## config.mk

```make
export PLATFORM = sky130hd
export DESIGN_NAME = alu_share_arbiter_flat
export DESIGN_NICKNAME = d
export VERILOG_FILES = /design/src/rtl/alu_share_arbiter_if.sv /design/src/rtl/alu_share_arbiter.sv /design/src/flat_wrapper.sv
export SDC_FILE = /design/constraint.sdc
export NUM_CORES = 1
export LEC_CHECK = 0
export CORE_AREA = 2 2 121 123
export DETAILED_ROUTE_END_ITERATION = 10
export DIE_AREA = 0 0 123 125
export PLACE_DENSITY = 0.85
export SKIP_LAST_GASP = 1
export SLEW_MARGIN = 25
export SYNTH_ARGS = -nofsm -noshare
export SYNTH_HDL_FRONTEND = slang
export SYNTH_SLANG_ARGS = --single-unit
```

## constraint.sdc

```tcl
create_clock -name clk -period 4 [get_ports clk]
set_input_delay 0.4 -clock clk [delete_from_list [all_inputs] [get_ports clk]]
set_output_delay 0.4 -clock clk [all_outputs]
set_load 0.005 [all_outputs]
```

## src/rtl/alu_share_arbiter_if.sv

```systemverilog
// alu_share_arbiter_if: requester/response handshakes and ALU hookup
// for the shared-ALU arbiter (slave = arbiter side, master = environment).
interface alu_share_arbiter_if #(
  parameter int DATA_W = 32,
  parameter int CTRL_W = 4
);
  logic              req0_valid;
  logic              req0_ready;
  logic [CTRL_W-1:0] req0_op;
  logic [DATA_W-1:0] req0_a;
  logic [DATA_W-1:0] req0_b;
  logic              req1_valid;
  logic              req1_ready;
  logic [CTRL_W-1:0] req1_op;
  logic [DATA_W-1:0] req1_a;
  logic [DATA_W-1:0] req1_b;

  logic              rsp0_valid;
  logic              rsp0_ready;
  logic [DATA_W-1:0] rsp0_result;
  logic              rsp0_zero;
  logic              rsp0_err;
  logic              rsp1_valid;
  logic              rsp1_ready;
  logic [DATA_W-1:0] rsp1_result;
  logic              rsp1_zero;
  logic              rsp1_err;

  logic [CTRL_W-1:0] alu_ctrl;
  logic [DATA_W-1:0] alu_src_a;
  logic [DATA_W-1:0] alu_src_b;
  logic [DATA_W-1:0] alu_result;
  logic              alu_zero;

  modport slave (
    input  req0_valid, req0_op, req0_a, req0_b,
    input  req1_valid, req1_op, req1_a, req1_b,
    input  rsp0_ready, rsp1_ready,
    input  alu_result, alu_zero,
    output req0_ready, req1_ready,
    output rsp0_valid, rsp0_result, rsp0_zero, rsp0_err,
    output rsp1_valid, rsp1_result, rsp1_zero, rsp1_err,
    output alu_ctrl, alu_src_a, alu_src_b
  );

  modport master (
    output req0_valid, req0_op, req0_a, req0_b,
    output req1_valid, req1_op, req1_a, req1_b,
    output rsp0_ready, rsp1_ready,
    output alu_result, alu_zero,
    input  req0_ready, req1_ready,
    input  rsp0_valid, rsp0_result, rsp0_zero, rsp0_err,
    input  rsp1_valid, rsp1_result, rsp1_zero, rsp1_err,
    input  alu_ctrl, alu_src_a, alu_src_b
  );
endinterface

```

## src/rtl/alu_share_arbiter.sv

```systemverilog
// alu_share_arbiter: two requesters share one combinational ALU.
// Define ALU_ARB_FIXED_PRIO_EN for fixed port-0 priority instead of round-robin.
module alu_share_arbiter #(
  parameter int DATA_W = 32,
  parameter int CTRL_W = 4
) (
  input logic                clk,
  input logic                reset,
  alu_share_arbiter_if.slave bus
);

  typedef enum logic [1:0] {
    IDLE = 2'd0,
    EXEC = 2'd1,
    RESP = 2'd2
  } state_t;

  state_t            state;
  logic              owner;
  logic              err_q;
  logic [CTRL_W-1:0] ctrl_q;
  logic [DATA_W-1:0] src_a_q;
  logic [DATA_W-1:0] src_b_q;

  logic [1:0]        rsp_valid;
  logic [1:0]        rsp_zero;
  logic [1:0]        rsp_err;
  logic [DATA_W-1:0] rsp_result [2];

`ifndef ALU_ARB_FIXED_PRIO_EN
  logic              rr_last;
`endif

  logic              grant0;
  logic              grant1;
  logic              accept;
  logic              sel;
  logic              sel_legal;
  logic              rsp_take;
  logic              both;
  logic [CTRL_W-1:0] sel_op;
  logic [DATA_W-1:0] sel_a;
  logic [DATA_W-1:0] sel_b;

  function automatic logic op_legal(
    input logic [CTRL_W-1:0] op
  );
    return (op <= CTRL_W'(8)) &&
           (op != CTRL_W'(3));
  endfunction

  assign both = bus.req0_valid &
                bus.req1_valid;

  // Grants only exist in IDLE and never while reset is held
  always_comb begin
    grant0 = 1'b0;
    grant1 = 1'b0;
    if (state == IDLE && !reset) begin
      unique case (1'b1)
        both: begin
`ifdef ALU_ARB_FIXED_PRIO_EN
          grant0 = 1'b1;
`else
          grant0 = rr_last;
          grant1 = !rr_last;
`endif
        end
        bus.req0_valid && !bus.req1_valid:
          grant0 = 1'b1;
        bus.req1_valid && !bus.req0_valid:
          grant1 = 1'b1;
        default: ;
      endcase
    end
  end

  assign accept    = grant0 | grant1;
  assign sel       = grant1;
  assign sel_op    = sel ? bus.req1_op : bus.req0_op;
  assign sel_a     = sel ? bus.req1_a  : bus.req0_a;
  assign sel_b     = sel ? bus.req1_b  : bus.req0_b;
  assign sel_legal = op_legal(sel_op);
  assign rsp_take  = owner ? bus.rsp1_ready
                           : bus.rsp0_ready;

  always_ff @(posedge clk) begin
    if (reset) begin
      state         <= IDLE;
      owner         <= 1'b0;
      err_q         <= 1'b0;
      ctrl_q        <= '0;
      src_a_q       <= '0;
      src_b_q       <= '0;
      rsp_valid     <= '0;
      rsp_zero      <= '0;
      rsp_err       <= '0;
      rsp_result[0] <= '0;
      rsp_result[1] <= '0;
`ifndef ALU_ARB_FIXED_PRIO_EN
      rr_last       <= 1'b1;
`endif
    end else begin
      unique case (state)
        IDLE: begin
          if (accept) begin
            owner   <= sel;
`ifndef ALU_ARB_FIXED_PRIO_EN
            rr_last <= sel;
`endif
            // Illegal codes run as a harmless AND; result is overridden
            err_q   <= !sel_legal;
            ctrl_q  <= sel_legal ? sel_op : '0;
            src_a_q <= sel_a;
            src_b_q <= sel_b;
            state   <= EXEC;
          end
        end
        EXEC: begin
          rsp_valid[owner]  <= 1'b1;
          rsp_result[owner] <= err_q ? '0
                                     : bus.alu_result;
          rsp_zero[owner]   <= err_q | bus.alu_zero;
          rsp_err[owner]    <= err_q;
          state             <= RESP;
        end
        RESP: begin
          if (rsp_take) begin
            rsp_valid[owner]  <= 1'b0;
            rsp_result[owner] <= '0;
            rsp_zero[owner]   <= 1'b0;
            rsp_err[owner]    <= 1'b0;
            state             <= IDLE;
          end
        end
        default: state <= IDLE;
      endcase
    end
  end

  assign bus.req0_ready  = grant0;
  assign bus.req1_ready  = grant1;

  assign bus.rsp0_valid  = rsp_valid[0];
  assign bus.rsp0_result = rsp_result[0];
  assign bus.rsp0_zero   = rsp_zero[0];
  assign bus.rsp0_err    = rsp_err[0];
  assign bus.rsp1_valid  = rsp_valid[1];
  assign bus.rsp1_result = rsp_result[1];
  assign bus.rsp1_zero   = rsp_zero[1];
  assign bus.rsp1_err    = rsp_err[1];

  assign bus.alu_ctrl    = ctrl_q;
  assign bus.alu_src_a   = src_a_q;
  assign bus.alu_src_b   = src_b_q;

endmodule
```

## src/flat_wrapper.sv

```systemverilog
// flat-port wrapper written by rule: the top's interface ports become plain ports
module alu_share_arbiter_flat 
#(
  parameter int DATA_W = 32,
  parameter int CTRL_W = 4
)
  (clk, reset, bus_req0_valid, bus_req0_op, bus_req0_a, bus_req0_b, bus_req1_valid, bus_req1_op, bus_req1_a, bus_req1_b, bus_rsp0_ready, bus_rsp1_ready, bus_alu_result, bus_alu_zero, bus_req0_ready, bus_req1_ready, bus_rsp0_valid, bus_rsp0_result, bus_rsp0_zero, bus_rsp0_err, bus_rsp1_valid, bus_rsp1_result, bus_rsp1_zero, bus_rsp1_err, bus_alu_ctrl, bus_alu_src_a, bus_alu_src_b);
  alu_share_arbiter_if #(.DATA_W(DATA_W), .CTRL_W(CTRL_W)) bus_i ();
  input logic clk;
  input logic reset;
  input wire logic [$bits(bus_i.req0_valid)-1:0] bus_req0_valid;
  input wire logic [$bits(bus_i.req0_op)-1:0] bus_req0_op;
  input wire logic [$bits(bus_i.req0_a)-1:0] bus_req0_a;
  input wire logic [$bits(bus_i.req0_b)-1:0] bus_req0_b;
  input wire logic [$bits(bus_i.req1_valid)-1:0] bus_req1_valid;
  input wire logic [$bits(bus_i.req1_op)-1:0] bus_req1_op;
  input wire logic [$bits(bus_i.req1_a)-1:0] bus_req1_a;
  input wire logic [$bits(bus_i.req1_b)-1:0] bus_req1_b;
  input wire logic [$bits(bus_i.rsp0_ready)-1:0] bus_rsp0_ready;
  input wire logic [$bits(bus_i.rsp1_ready)-1:0] bus_rsp1_ready;
  input wire logic [$bits(bus_i.alu_result)-1:0] bus_alu_result;
  input wire logic [$bits(bus_i.alu_zero)-1:0] bus_alu_zero;
  output wire logic [$bits(bus_i.req0_ready)-1:0] bus_req0_ready;
  output wire logic [$bits(bus_i.req1_ready)-1:0] bus_req1_ready;
  output wire logic [$bits(bus_i.rsp0_valid)-1:0] bus_rsp0_valid;
  output wire logic [$bits(bus_i.rsp0_result)-1:0] bus_rsp0_result;
  output wire logic [$bits(bus_i.rsp0_zero)-1:0] bus_rsp0_zero;
  output wire logic [$bits(bus_i.rsp0_err)-1:0] bus_rsp0_err;
  output wire logic [$bits(bus_i.rsp1_valid)-1:0] bus_rsp1_valid;
  output wire logic [$bits(bus_i.rsp1_result)-1:0] bus_rsp1_result;
  output wire logic [$bits(bus_i.rsp1_zero)-1:0] bus_rsp1_zero;
  output wire logic [$bits(bus_i.rsp1_err)-1:0] bus_rsp1_err;
  output wire logic [$bits(bus_i.alu_ctrl)-1:0] bus_alu_ctrl;
  output wire logic [$bits(bus_i.alu_src_a)-1:0] bus_alu_src_a;
  output wire logic [$bits(bus_i.alu_src_b)-1:0] bus_alu_src_b;
  assign bus_i.req0_valid = bus_req0_valid;
  assign bus_i.req0_op = bus_req0_op;
  assign bus_i.req0_a = bus_req0_a;
  assign bus_i.req0_b = bus_req0_b;
  assign bus_i.req1_valid = bus_req1_valid;
  assign bus_i.req1_op = bus_req1_op;
  assign bus_i.req1_a = bus_req1_a;
  assign bus_i.req1_b = bus_req1_b;
  assign bus_i.rsp0_ready = bus_rsp0_ready;
  assign bus_i.rsp1_ready = bus_rsp1_ready;
  assign bus_i.alu_result = bus_alu_result;
  assign bus_i.alu_zero = bus_alu_zero;
  assign bus_req0_ready = bus_i.req0_ready;
  assign bus_req1_ready = bus_i.req1_ready;
  assign bus_rsp0_valid = bus_i.rsp0_valid;
  assign bus_rsp0_result = bus_i.rsp0_result;
  assign bus_rsp0_zero = bus_i.rsp0_zero;
  assign bus_rsp0_err = bus_i.rsp0_err;
  assign bus_rsp1_valid = bus_i.rsp1_valid;
  assign bus_rsp1_result = bus_i.rsp1_result;
  assign bus_rsp1_zero = bus_i.rsp1_zero;
  assign bus_rsp1_err = bus_i.rsp1_err;
  assign bus_alu_ctrl = bus_i.alu_ctrl;
  assign bus_alu_src_a = bus_i.alu_src_a;
  assign bus_alu_src_b = bus_i.alu_src_b;
  alu_share_arbiter #(.DATA_W(DATA_W), .CTRL_W(CTRL_W)) u_core (.clk(clk), .reset(reset), .bus(bus_i));
endmodule
```

## Word-level counts from Yosys, hierarchy flattened

Memories as Yosys holds them, arrays and structs flattened.
Cells that the tools add are included.

- Flip-flop bits (word level): 79
- Latch bits: 0
- Bits in writable memories: 64
- ROM bits: 0
- Input port bits: 175
- Output and inout port bits: 140
- Logic and storage cells: 80
- Memories: 1

- Add/subtract/negate cells: 0
- $mul: 0
- Divide/modulo/power cells: 0
- $lt $le $gt $ge: 3
- Eq/ne operators: 5
- Shift operators: 0
- Multiplexer cells: 36
- Bitwise gates (word level): 9
- Reduce and logical (&&, ||, !) cells: 16

Memories:

| name | words | width | read ports | clocked after memory_dff | write ports | line | source |
|---|---|---|---|---|---|---|---|
| u_core.rsp_result | 2 | 32 | 2 | 0 | 2 | alu_share_arbiter.sv:28 | `logic [DATA_W-1:0] rsp_result [2];` |

Operators with widths:

| kind | count |
|---|---|
| $mux 32 | 5 |
| $reduce_or 32->1 | 1 |
| $mux 1 | 15 |
| $pmux 2 s2 | 3 |
| $mux 2 | 5 |
| $mux 4 | 2 |
| $and 2x2->2 | 3 |
| $pmux 2 s3 | 1 |
| $reduce_and 2->1 | 3 |
| $logic_and 1x1->1 | 5 |
| $logic_not 1->1 | 5 |
| $bwmux 2 | 2 |
| $le 4x4->1 const B | 1 |
| $ne 2x1->1 const B | 2 |
| $ne 4x2->1 const B | 1 |
| $pmux 1 s2 | 2 |
| $or 1x1->1 | 3 |
| $eq 2x1->1 const B | 1 |
| $eq 2x2->1 const B | 1 |
| $logic_not 2->1 | 1 |
| $lt 1x2->1 const B | 1 |
| $not 2->2 | 1 |
| $or 2x2->2 | 1 |
| $reduce_bool 2->1 | 1 |
| other kinds (3) | 3 |

## Depth between registers and ports, before layout

- Word-level depth: 8
- Gate-level depth with buffers: 7
- Depth with buffers taken out: 5

## Least setup slack after synthesis

No wires, ideal clock.

- Path type: register -> register
- Start: register u_core.state[1]
- End: memory u_core.rsp_result[0][0], enable pin
- Library setup time: 0.478 ns
- Data arrival time: 1.530 ns
- Data required time: 3.522 ns
- Path slack: 1.992 ns
- Stages on the path, launching flop included: 4
- Path buffers: 0
- Clock period less this slack: 2.008 ns
- Path through: dfxtp_1 > and2b_1 > o21bai_1 > nand2_1

RTL lines:

| what | line | source |
|---|---|---|
| start: declaration | alu_share_arbiter.sv:18 | `state_t state;` |
| start signal: assignment | alu_share_arbiter.sv:89 | `state <= IDLE;` |
| start signal: assignment | alu_share_arbiter.sv:116 | `state <= EXEC;` |
| start signal: assignment | alu_share_arbiter.sv:125 | `state <= RESP;` |
| end: declaration | alu_share_arbiter.sv:28 |  |

## Worst setup path after layout

- Start: register u_core.state[0]
- End: output port bus_req1_ready

- Longest elaborated chain between the ends: 3

Ends and longest elaborated chain:

| what | line | source |
|---|---|---|
| $logic_not 2->1 | alu_share_arbiter.sv:59 | `if (state == IDLE && !reset) begin` |
| $logic_and 1x1->1 | alu_share_arbiter.sv:59 |  |
| $mux 1 | alu_share_arbiter.sv:59 |  |
| end: declaration | flat_wrapper.sv:24 | `output wire logic [$bits(bus_i.req1_ready)-1:0] bus_req1_ready;` |

Every way passes these cells.

==> qor.csv <==
stage,metric,value,unit
synthesis,ranking of synthesized cells by area,"edfxtp_1 (33%), dfxtp_1 (27%), a311oi_1 (9.6%)",
floorplanning,core region area,14200,um2
synthesis,synthesized area,5830,um2
clocking,Max clock buf depth,2,
synthesis,top cell type's share of synthesized area,33.0,%
synthesis,"area leader, netlist",edfxtp_1,
worst_setup_path,worst path cell trace,nor3_4 -> nand3_4 -> inv_1 -> clkdlybuf4s50_1,
worst_setup_path,Crit path largest cell delay,0.55,ns
clocking,Post-CTS Setup Bufs,0,
min_path,Tightest Hold Check Type,reg -> reg,
final_layout,Final #Nets,1055,
placement,DP Wirelength,12800,um
synthesis,syn avg cell area,9.91,um2
clocking,post-CTS sizing,0,
route,Initial DRC Count,385,
placement,placed instance area,9070,um2
power,Logic pwr share,18.9,%
final_layout,fillcell total,1079,
synthesis,syn nets,763,
synthesis,sequential element share of the synthesized area,60.1,%
sta,RSZ-0062 raised after global routing,false,
clocking,CTS tree,yes,
power,Internal Power,0.00302,W
worst_setup_path,Setup crit end kind,output port,
grt,Total GRT Usage,23.8,%
synthesis,asr flop ratio synth,0,%
floorplanning,die span in x,123,um
power,Pleak,3.74,nW
power,PD cells,413,nW/um2
clocking,CTS buffer count,17,
power,Clock power frac,37.4,%
sta,final setup fails,0,
clocking,clock insertion delay at the later pin of the skew report,0.42,ns
route,Post-DRT Antenna Nets,0,
worst_setup_path,worst-path fanout max,44,
power,worst IR drop on VDD,0.000254,V
worst_setup_path,crit path kind,reg -> out,
final_layout,share of post-route cells with drive strength above 1,4.37,%
floorplanning,Initial Util,41.0,%
synthesis,Synth cell types,40,
worst_setup_path,crit path DAT,2.38,ns
synthesis,warnings from Yosys,0,
route,routed len/inst,17.0,um
synthesis,post-synthesis register bit count,143,
clocking,clk root buf,clkbuf_16,
sta,post-route setup slack,1.22,ns
power,Sw Ratio,24.0,%
sta,Max Freq,360,MHz
sta,setup TNS,0,ns
sta,fin crit share,69.4,%
power,Switching Power,0.000952,W
clocking,Clock transition at path regs,0.06,ns
sta,Max-slew headroom,35.0,%
run_status,outcome,"finished, final reports clean",
synthesis,main flop type after synthesis,dfxtp_1,
grt,GRT overflow,0,
sta,count of pins over their slew limit,0,
power,Sequential Power Share,43.6,%
clocking,CTS sink count,143,
worst_setup_path,Worst Setup Start Kind,flop,
sta,Setup Skew,0.00949,ns
worst_setup_path,Slowest cell on crit path,clkdlybuf4s50_1,
sta,final hold vios,0,
grt,first-pass GRT wire length,28300,um
floorplanning,Die Span Y,125,um
floorplanning,die area,15400,um2
route,Via Count,5528,
route,Vias/cell,5.13,
synthesis,Post-Synthesis Cells,588,
final_layout,design area,9620,um2
final_layout,area delta synth->final,65.0,%
floorplanning,I/O pin count,315,
sta,Worst-Margin Slew,0.975,ns
run,Max-cap violations,0,
worst_setup_path,Crit path required time,3.60,ns
route,drt total wl,18300,um
sta,Hold WS,0.466,ns
synthesis,"EDFF count, synth",64,
route,drt pass-1 iters,4,
clocking,H-tree levels,4,
sta,crit path time final,2.78,ns
grt,pin count of the biggest net entering global routing,77,
grt,initial antenna violation count,1,
grt,vias in the first global route,5422,
placement,GP Congestion,0.848,
placement,PortBufs,314,
placement,Place WS,1.33,ns
route,drc violations,0,
floorplanning,# rows,44,
clocking,hold buffers post-CTS,0,
## layout by cell type, fill, tap and decap left out, drive strengths merged, types with 4 or more instances in the layout
cell type	n
o21ai	4
and3	64
clkinv	7
nand2	137
clkbuf	22
clkdlybuf4s50	313
buf	9
nand3	6
edfxtp	64
dfxtp	79
a21oi	10
inv	10
a311oi	64
nor2	71
## metal layers
| layer | GRT usage (%) | share of wire (%) | vias to the layer above | routed length, um |
|---|---|---|---|---|
| met4 | 8.96 | 2.9 | 0 | 522 |
| met3 | 9.85 | 10 | 36 | 1830 |
| met1 | 27.1 | 38 | 2533 | 7040 |
| li1 | - | - | 2697 | - |
| met2 | 39.7 | 49 | 262 | 8920 |
| met5 | 0 | 0 | - | 0 |
## synth_stat cells (2+ instances only)
| cell type | instances |
|---|---|
| a21oi_1 | 10 |
| a311oi_1 | 64 |
| and3_1 | 64 |
| buf_1 | 3 |
| buf_2 | 8 |
| clkbuf_1 | 36 |
| dfxtp_1 | 79 |
| edfxtp_1 | 64 |
| inv_1 | 9 |
| nand2_1 | 137 |
| nand2b_1 | 2 |
| nand3_1 | 5 |
| nand4_1 | 3 |
| nor2_1 | 71 |
| nor2b_1 | 3 |
| nor3_1 | 2 |
| nor4_1 | 2 |
| o21ai_0 | 4 |
## cells by family (layout without fill, tap and decap cells)
kind of cell	after synthesis	count (layout)	synth area share, %
AOI/OAI and AO/OA	90	90	12.5
and+or+nand+nor	295	295	23.0
buffers and inverters	59	364	4.16
muxes	1	1	0.172
DFF	143	143	60.1
other	0	1	0
## state kept, by name (all words and copies together) (netlist names), named ones only
register	count
u_core.state	2
u_core.rsp_err	2
u_core.err_q	1
u_core.owner	1
u_core.bus.alu_ctrl	4
u_core.rsp_result	64
u_core.rsp_zero	2
u_core.rr_last	1
u_core.bus.alu_src_a	32
u_core.bus.alu_src_b	32
## final timing paths
kind                            cells past startpoint                             from  slack (ns)                                    end
worst max register to register                      5     u_core.state[0]$_SDFFE_PP0P_        1.94  u_core.bus.alu_src_b[29]$_SDFFE_PP0P_
worst max-delay path                                4     u_core.state[0]$_SDFFE_PP0P_        1.22                         bus_req1_ready
worst min-delay path                                1  u_core.rsp_zero[1]$_SDFFE_PP0P_        0.47        u_core.rsp_zero[1]$_SDFFE_PP0P_
worst min register to register                      1  u_core.rsp_zero[1]$_SDFFE_PP0P_        0.47        u_core.rsp_zero[1]$_SDFFE_PP0P_
## area by class of cell
cell class / count / area [um2] / area share (%)
flip-flops and latches: 143 / 3500 / 36.4
clock buffers: 22 / 444 / 4.62
repair buffers: 322 / 3200 / 33.2
clock inverters: 10 / 98.8 / 1.03
inverters: 10 / 37.5 / 0.390
multi-input cells: 386 / 2110 / 21.9
well taps: 184 / 230 / 2.39
diodes: 1 / 2.50 / 0.0260
## per-stage QoR
step	total power, W	std cells	util (%)
6_report	0.00397	1078	67.7
5_1_grt	0.00414	1078	67.7
4_1_cts	0.00399	1077	67.7
3_5_place_dp	0.00251	1045	63.9
3_3_place_gp	0.00250	1045	63.9
2_1_floorplan	0.00201	588	-
## power groups by stage
stage	sequential (W)	clock [W]	combinational [W]
finish	0.00173	0.00149	0.000751
global route	0.00175	0.00158	0.000818
CTS	0.00173	0.00150	0.000754
detailed placement	0.00176	0	0.000749
global placement	0.00176	0	0.000743
floorplan	0.00177	0	0.000241
## critical path: cells and delay by family (launching register included)
| family | cells | cell delay, ns |
|---|---|---|
| flops | 1 | 0.37 |
| buf+inv | 2 | 0.85 |
| simple gates | 2 | 0.73 |
Note: power is estimated with default switching activity, not from simulation.
